## src/rtl/row_requester.sv

```systemverilog
// row_requester: issues sequential request IDs with bounded credit, receives framed
// response packets (header ID, BEATS_PER_PACKET data beats, footer ID), counts framing
// errors and forwards the stripped payload downstream.
// Optional feature: define ROW_TLAST_EN to add AXIS_TX_TLAST on the last payload beat.
module row_requester #(
  parameter int unsigned BEATS_PER_PACKET = 32,
  parameter int unsigned MAX_OUTSTANDING  = 4
) (
  input  logic         clk,
  input  logic         reset,
  input  logic         start,
  input  logic [31:0]  first_id,
  input  logic [31:0]  row_count,
  output logic         busy,
  output logic         done,
  output logic [15:0]  hdr_err_count,
  output logic [15:0]  ftr_err_count,
  output logic [31:0]  AXIS_RQ_TDATA,
  output logic         AXIS_RQ_TVALID,
  input  logic         AXIS_RQ_TREADY,
  input  logic [511:0] AXIS_RX_TDATA,
  input  logic         AXIS_RX_TVALID,
  output logic         AXIS_RX_TREADY,
  output logic [511:0] AXIS_TX_TDATA,
  output logic         AXIS_TX_TVALID,
`ifdef ROW_TLAST_EN
  output logic         AXIS_TX_TLAST,
`endif
  input  logic         AXIS_TX_TREADY
);

  localparam logic [7:0] BeatsInit = 8'(BEATS_PER_PACKET);
  localparam logic [3:0] MaxOut    = 4'(MAX_OUTSTANDING);

  typedef enum logic [1:0] {RxHdr, RxData, RxFtr} rx_state_e;

  rx_state_e      rx_state_q, rx_state_d;
  logic           busy_q, busy_d;
  logic           done_q, done_d;
  logic [31:0]    next_id_q, next_id_d;
  logic [31:0]    expected_id_q, expected_id_d;
  logic [31:0]    to_issue_q, to_issue_d;
  logic [31:0]    rows_left_q, rows_left_d;
  logic [3:0]     outstanding_q, outstanding_d;
  logic           rq_valid_q, rq_valid_d;
  logic [31:0]    rq_data_q, rq_data_d;
  logic [7:0]     beat_cnt_q, beat_cnt_d;
  logic [31:0]    hdr_q, hdr_d;
  logic           tx_valid_q, tx_valid_d;
  logic [511:0]   tx_data_q, tx_data_d;
  logic [15:0]    hdr_err_q, hdr_err_d;
  logic [15:0]    ftr_err_q, ftr_err_d;
`ifdef ROW_TLAST_EN
  logic           tx_last_q, tx_last_d;
`endif

  logic rq_fire, rx_fire, ftr_fire;

  assign busy           = busy_q;
  assign done           = done_q;
  assign hdr_err_count  = hdr_err_q;
  assign ftr_err_count  = ftr_err_q;
  assign AXIS_RQ_TDATA  = rq_data_q;
  assign AXIS_RQ_TVALID = rq_valid_q;
  assign AXIS_TX_TDATA  = tx_data_q;
  assign AXIS_TX_TVALID = tx_valid_q;
`ifdef ROW_TLAST_EN
  assign AXIS_TX_TLAST  = tx_last_q;
`endif

  // RX ready: headers only while a request is in flight; data follows TX back-pressure.
  always_comb begin
    AXIS_RX_TREADY = 1'b0;
    case (rx_state_q)
      RxHdr:   AXIS_RX_TREADY = busy_q && (outstanding_q != 4'd0);
      RxData:  AXIS_RX_TREADY = !tx_valid_q || AXIS_TX_TREADY;
      RxFtr:   AXIS_RX_TREADY = 1'b1;
      default: AXIS_RX_TREADY = 1'b0;
    endcase
  end

  // Next-state for issuer, receive FSM, TX register and run control.
  always_comb begin
    rx_state_d    = rx_state_q;
    busy_d        = busy_q;
    done_d        = 1'b0;
    next_id_d     = next_id_q;
    expected_id_d = expected_id_q;
    to_issue_d    = to_issue_q;
    rows_left_d   = rows_left_q;
    outstanding_d = outstanding_q;
    beat_cnt_d    = beat_cnt_q;
    hdr_d         = hdr_q;
    tx_valid_d    = tx_valid_q;
    tx_data_d     = tx_data_q;
    hdr_err_d     = hdr_err_q;
    ftr_err_d     = ftr_err_q;
`ifdef ROW_TLAST_EN
    tx_last_d     = tx_last_q;
`endif

    rq_fire  = rq_valid_q && AXIS_RQ_TREADY;
    rx_fire  = AXIS_RX_TVALID && AXIS_RX_TREADY;
    ftr_fire = rx_fire && (rx_state_q == RxFtr);

    if (rq_fire) begin
      next_id_d  = next_id_q + 32'd1;
      to_issue_d = to_issue_q - 32'd1;
    end

    // Issue and footer in the same cycle cancel out.
    if (rq_fire && !ftr_fire) begin
      outstanding_d = outstanding_q + 4'd1;
    end else if (!rq_fire && ftr_fire) begin
      outstanding_d = outstanding_q - 4'd1;
    end

    // TX register drains on handshake unless refilled by a payload beat below.
    if (tx_valid_q && AXIS_TX_TREADY) begin
      tx_valid_d = 1'b0;
    end

    case (rx_state_q)
      RxHdr: begin
        if (rx_fire) begin
          hdr_d = AXIS_RX_TDATA[31:0];
          if (AXIS_RX_TDATA[31:0] != expected_id_q && hdr_err_q != 16'hFFFF) begin
            hdr_err_d = hdr_err_q + 16'd1;
          end
          beat_cnt_d = BeatsInit;
          rx_state_d = RxData;
        end
      end
      RxData: begin
        if (rx_fire) begin
          tx_valid_d = 1'b1;
          tx_data_d  = AXIS_RX_TDATA;
`ifdef ROW_TLAST_EN
          tx_last_d  = (beat_cnt_q == 8'd1);
`endif
          beat_cnt_d = beat_cnt_q - 8'd1;
          if (beat_cnt_q == 8'd1) begin
            rx_state_d = RxFtr;
          end
        end
      end
      RxFtr: begin
        if (rx_fire) begin
          if (AXIS_RX_TDATA[31:0] != hdr_q && ftr_err_q != 16'hFFFF) begin
            ftr_err_d = ftr_err_q + 16'd1;
          end
          // Framing is never resynchronised: the expected ID always advances.
          expected_id_d = expected_id_q + 32'd1;
          rows_left_d   = rows_left_q - 32'd1;
          if (rows_left_q == 32'd1) begin
            done_d = 1'b1;
            busy_d = 1'b0;
          end
          rx_state_d = RxHdr;
        end
      end
      default: rx_state_d = RxHdr;
    endcase

    // A zero-row run holds busy for exactly one cycle.
    if (busy_q && rows_left_q == 32'd0) begin
      busy_d = 1'b0;
    end

    if (start && !busy_q) begin
      next_id_d     = first_id;
      expected_id_d = first_id;
      to_issue_d    = row_count;
      rows_left_d   = row_count;
      outstanding_d = 4'd0;
      busy_d        = 1'b1;
      done_d        = (row_count == 32'd0);
      hdr_err_d     = 16'd0;
      ftr_err_d     = 16'd0;
    end

    // Request outputs registered from next state; data only moves on a handshake.
    rq_valid_d = busy_d && (to_issue_d != 32'd0) && (outstanding_d < MaxOut);
    rq_data_d  = next_id_d;
  end

  // State registers with asynchronous active-high reset.
  always_ff @(posedge clk or posedge reset) begin
    if (reset) begin
      rx_state_q    <= RxHdr;
      busy_q        <= 1'b0;
      done_q        <= 1'b0;
      next_id_q     <= 32'd0;
      expected_id_q <= 32'd0;
      to_issue_q    <= 32'd0;
      rows_left_q   <= 32'd0;
      outstanding_q <= 4'd0;
      rq_valid_q    <= 1'b0;
      rq_data_q     <= 32'd0;
      beat_cnt_q    <= 8'd0;
      hdr_q         <= 32'd0;
      tx_valid_q    <= 1'b0;
      tx_data_q     <= 512'd0;
      hdr_err_q     <= 16'd0;
      ftr_err_q     <= 16'd0;
`ifdef ROW_TLAST_EN
      tx_last_q     <= 1'b0;
`endif
    end else begin
      rx_state_q    <= rx_state_d;
      busy_q        <= busy_d;
      done_q        <= done_d;
      next_id_q     <= next_id_d;
      expected_id_q <= expected_id_d;
      to_issue_q    <= to_issue_d;
      rows_left_q   <= rows_left_d;
      outstanding_q <= outstanding_d;
      rq_valid_q    <= rq_valid_d;
      rq_data_q     <= rq_data_d;
      beat_cnt_q    <= beat_cnt_d;
      hdr_q         <= hdr_d;
      tx_valid_q    <= tx_valid_d;
      tx_data_q     <= tx_data_d;
      hdr_err_q     <= hdr_err_d;
      ftr_err_q     <= ftr_err_d;
`ifdef ROW_TLAST_EN
      tx_last_q     <= tx_last_d;
`endif
    end
  end

endmodule

```

## config.mk

```make
export PLATFORM = sky130hd
export DESIGN_NAME = row_requester
export DESIGN_NICKNAME = d
export VERILOG_FILES = /design/src/rtl/row_requester.sv
export SDC_FILE = /design/constraint.sdc
export NUM_CORES = 2
export LEC_CHECK = 0
export CAP_MARGIN = 25
export CORE_AREA = 2 2 459 461
export CTS_CLUSTER_SIZE = 20
export DETAILED_ROUTE_END_ITERATION = 8
export DIE_AREA = 0 0 461 463
export MAX_ROUTING_LAYER = met4
export PLACE_DENSITY_LB_ADDON = 0.12
export SLEW_MARGIN = 5
export SYNTH_ARGS = -nofsm -noshare
export SYNTH_HDL_FRONTEND = slang
export SYNTH_SLANG_ARGS = --single-unit
```

## constraint.sdc

```tcl
create_clock -name clk -period 32.4 [get_ports clk]
set_clock_uncertainty 0.15 [all_clocks]
set_input_delay 4.86 -clock clk [delete_from_list [all_inputs] [get_ports clk]]
set_output_delay 4.86 -clock clk [all_outputs]
set_load 0.03 [all_outputs]
```

# Word level (Yosys, flattened, before mapping)
# Index checks and enable logic that the tools add are counted.
# Widths: inputs -> output; s select.
# totals
output_inout_bits	581
wordCells	116
reg_bits	722
inputBits	582
# classes
muxes	42
reduce_logical	37
n_addsub	9
magnitude_cmp	1
eq_ne	12
# op_table
op	count
$mux 32	10
$mux 16	8
$add 32x1->32 const B	2
$logic_not 32->1	2
$ne 32x32->1	2
$sub 32x1->32 const B	2
$add 16x1->16 const B	2
$eq 32x1->1 const B	1
$ne 16x16->1 const B	2
$reduce_bool 32->1	1
$mux 8	2
$pmux 8 s2	1
$reduce_bool 2->1	7
$logic_and 1x1->1	13
$mux 1	12
$mux 4	3
$reduce_and 3->1	3
$eq 8x1->1 const B	1
$mux 2	4
$ne 2x2->1 const B	4
$sub 8x1->8 const B	1
$pmux 2 s3	1
$reduce_and 2->1	3
$add 4x1->4 const B	1
10 further kinds	13

# Logic depth before layout (Yosys ltp)
# depth
depth_word	11
mapped_depth	11
depth_no_buf	10

# Least setup slack after synthesis
# No wires, ideal clock.
# synth_path
path_type	input to output
startpoint	in AXIS_TX_TREADY
endpoint	out AXIS_RX_TREADY
path_stages	3
arrival_ns	5.642
required_ns	27.390
path_slack_ns	21.748
path_buffers	0
cell_sequence	nand2b_1 nand2_1 o211ai_1
# synth_between
elab_chain_cells	2
# synth_lines
item	line_no	rtl
start, declared	29	input logic AXIS_TX_TREADY
$logic_or 1x1->1	76	RxData: AXIS_RX_TREADY = !tx_valid_q || AXIS_TX_TREADY;
$pmux 1 s3	74	case (rx_state_q)
end, declared	23	output logic AXIS_RX_TREADY,
# No other way between the ends.

# Final worst setup path
# Ends and elaborated chain as after synthesis.

==> metrics <==
CP most frequent cell clkdlybuf4s50_1; total track usage 0.163; area of the multi-input gates 11,800 µm²; Power Density 106 nW/µm²; Synthesis Warnings 0; Top FF cell, synth dfrtp_1; Post-synth ARST share 1.00; layout cells sized above 1 0.0514; first-pass GRT wire length 239 mm; Netlist cell types 65; post-route setup TNS 0 ps; Placer Congestion 0.925; flop2flop setup slack 27,770 ps; setup repair bufs after CTS 0; core area 209,000 µm²; WHS Path Cells 2; f_max 0.0861 GHz; Synth Instances 3,383; fin crit share 0.358; crit end category output pin; CTS tree built; Post-DRT Antenna Nets 0; initial antenna violation count 81; Pins Over Slew Limit 0; grt peak-use layer met2; Avg Cell Area, Syn 9.03 µm²; filler cell count 22,800; Initial DRC Count 1,657; clock latency at the later pin of the worst-skew pair 730 ps; area of the mapped netlist 30,600 µm²; CP max-delay cell clkdlybuf4s50_1; minimum clock period 11,610 ps; NumNets Final 5,116; Setup CP Type in -> out; post-CTS resize count 0; CP Max Fanout 4; hold-fix buffers at CTS 0; run status finished clean; grt met2 use 0.261; worst slew pin tran 1020 ps; Pleak 21.2 nW; commonest non-fill, non-tap cells in the layout nand2_1 (1,603), clkdlybuf4s50_1 (1,162), dfrtp_1 (722); CTS root buf clkbuf_16; Area contributors post-synth dfrtp_1 (59%), nand2_1 (20%), xnor2_1 (3.6%); worst hold path class reg -> reg; r2r endpoint AXIS_TX_TDATA[321]; MaxCap Viol Count 0; Setup violations, final 0; maximum VDD drop 0.0477 mV; Worst R2R Path Depth 9; CP Cell Sequence clkdlybuf4s50_1 > nand2b_1 > nand2_1 > o211ai_1 > clkdlybuf4s50_1; Routed WL per cell 23.3 µm; Worst path max stage delay 740 ps; #FFs+latches synth 722; Layout area overhead 59.3%; Die Ht 463 µm; final hold viol count 0; Yosys top cell area share 0.591; # IOs 1,163; GR Util met3 0.0537; CTS Buf Count 99; Post-Syn Nets 3,978; Initial DRT Pass Iterations 7; critical path launch point type primary input; DIE AREA 213,000 µm²; DRC viols 0; Worst EP required 27,390 ps; hpwl dp 135 mm; reg2reg start rx_state_q[1]; Seq/Total Area, Yosys 0.591; H-Tree Level Count 3; total gr overflow 0; DR vias 27,900; clock sinks 722; power consumption 5.16 mW; number of flops mapped to enable cells by yosys 0; vias in the first global route 28,600; # rows 168; Worst slew margin 0.319; largest net degree at the start of global routing 166; CP Launch Point AXIS_TX_TREADY; Max Root-Sink Buffers 3; DR vias/cell 3.75; met1 Usage GRT 0.201; Clock transition at path regs 50 ps; Initial Util 0.147; CP arrival 6600 ps; register area 18,100 µm²; commonest non-fill, non-tap cell in the layout nand2_1; hold endpoint AXIS_TX_TDATA[83]; final wirelength 174 mm; min-delay src AXIS_TX_TDATA[83]; area leader, netlist dfrtp_1; die outline width 461 µm; RSZ-0062 raised after global routing false; Port Buffers 1,162
[cell type report]
type / instances / area share
Clock buffer: 149 / 0.0602
Sequential cell: 722 / 0.371
Timing Repair Buffer: 1197 / 0.245
Antenna cell: 49 / 0.00252
Tap cell: 2805 / 0.0721
Clock inverter: 21 / 0.00383
Inverter: 29 / 0.00239
Multi-Input combinational cell: 2472 / 0.242
[Yosys cell counts, types with 11 or more instances]
library cell,instances
nand2_1,1603
nor3_1,37
nor2_1,165
nand2b_1,11
mux2_2,32
nand4_1,50
ha_1,13
nor4_1,36
or3_1,12
dfrtp_1,722
xor2_1,72
xnor2_1,127
nand3_1,35
a21oi_1,120
a31oi_1,11
and3_1,20
clkbuf_1,146
o21ai_0,27
inv_1,27
[per-stage QoR]
step                setup WS [ps]  instances  hold WS [ps]  instance area (µm²)   util
finish                      20790       7444           319                48700  0.233
global route                20680       7441           338                48700  0.233
CTS                         20780       7393           325                48500  0.233
detailed placement          20780       7223           311                45400  0.218
global placement            20790       7223           306                45400  0.218
floorplan                    7140       3383           292                30600      -
[state kept, by name, indices dropped and copies added, names as in the netlist, 4 cells and up]
| register | flops |
|---|---|
| AXIS_TX_TDATA | 512 |
| AXIS_RQ_TDATA | 32 |
| expected_id_q | 32 |
| hdr_q | 32 |
| rows_left_q | 32 |
| to_issue_q | 32 |
| ftr_err_count | 16 |
| hdr_err_count | 16 |
| beat_cnt_q | 8 |
| outstanding_q | 4 |
[worst max-delay path: cells and delay by family]
family          cells  cell delay, ps
buf+inv             2            1190
compound gates      1             280
simple gates        2             270
[worst max path at each step]
stage,endpoint,slack [ps]
floorplan,AXIS_RQ_TDATA[0],7140
global placement,AXIS_RX_TREADY,20790
detailed placement,AXIS_RX_TREADY,20780
CTS,AXIS_RX_TREADY,20780
global route,AXIS_RX_TREADY,20680
finish,AXIS_RX_TREADY,20790
[cells by family (layout without fill, tap and decap cells)]
group | count (synthesis) | after routing | share of synthesized area
multiplexers | 35 | 35 | 0.0128
flip-flops | 722 | 722 | 0.591
AND/OR/NAND/NOR | 2017 | 2017 | 0.269
adder cells (fa/ha/maj) | 13 | 13 | 0.00532
other | 0 | 49 | 0
buffers and inverters | 189 | 1396 | 0.0246
AO/OA/AOI/OAI | 208 | 208 | 0.0401
XOR/XNOR | 199 | 199 | 0.0570
[power breakdown]
group          switching (mW)  internal [mW]  leakage [nW]
sequential              0.311           1.31          8.74
combinational            1.55          0.899          11.0
clock                   0.457          0.627          1.52
[per-layer routing]
layer | part of all wire | wire (µm)
met2 | 0.47 | 81500
met1 | 0.43 | 75200
met5 | 0 | 0
met4 | 0.015 | 2670
met3 | 0.083 | 14400
Note: power is estimated with default switching activity, not from simulation.
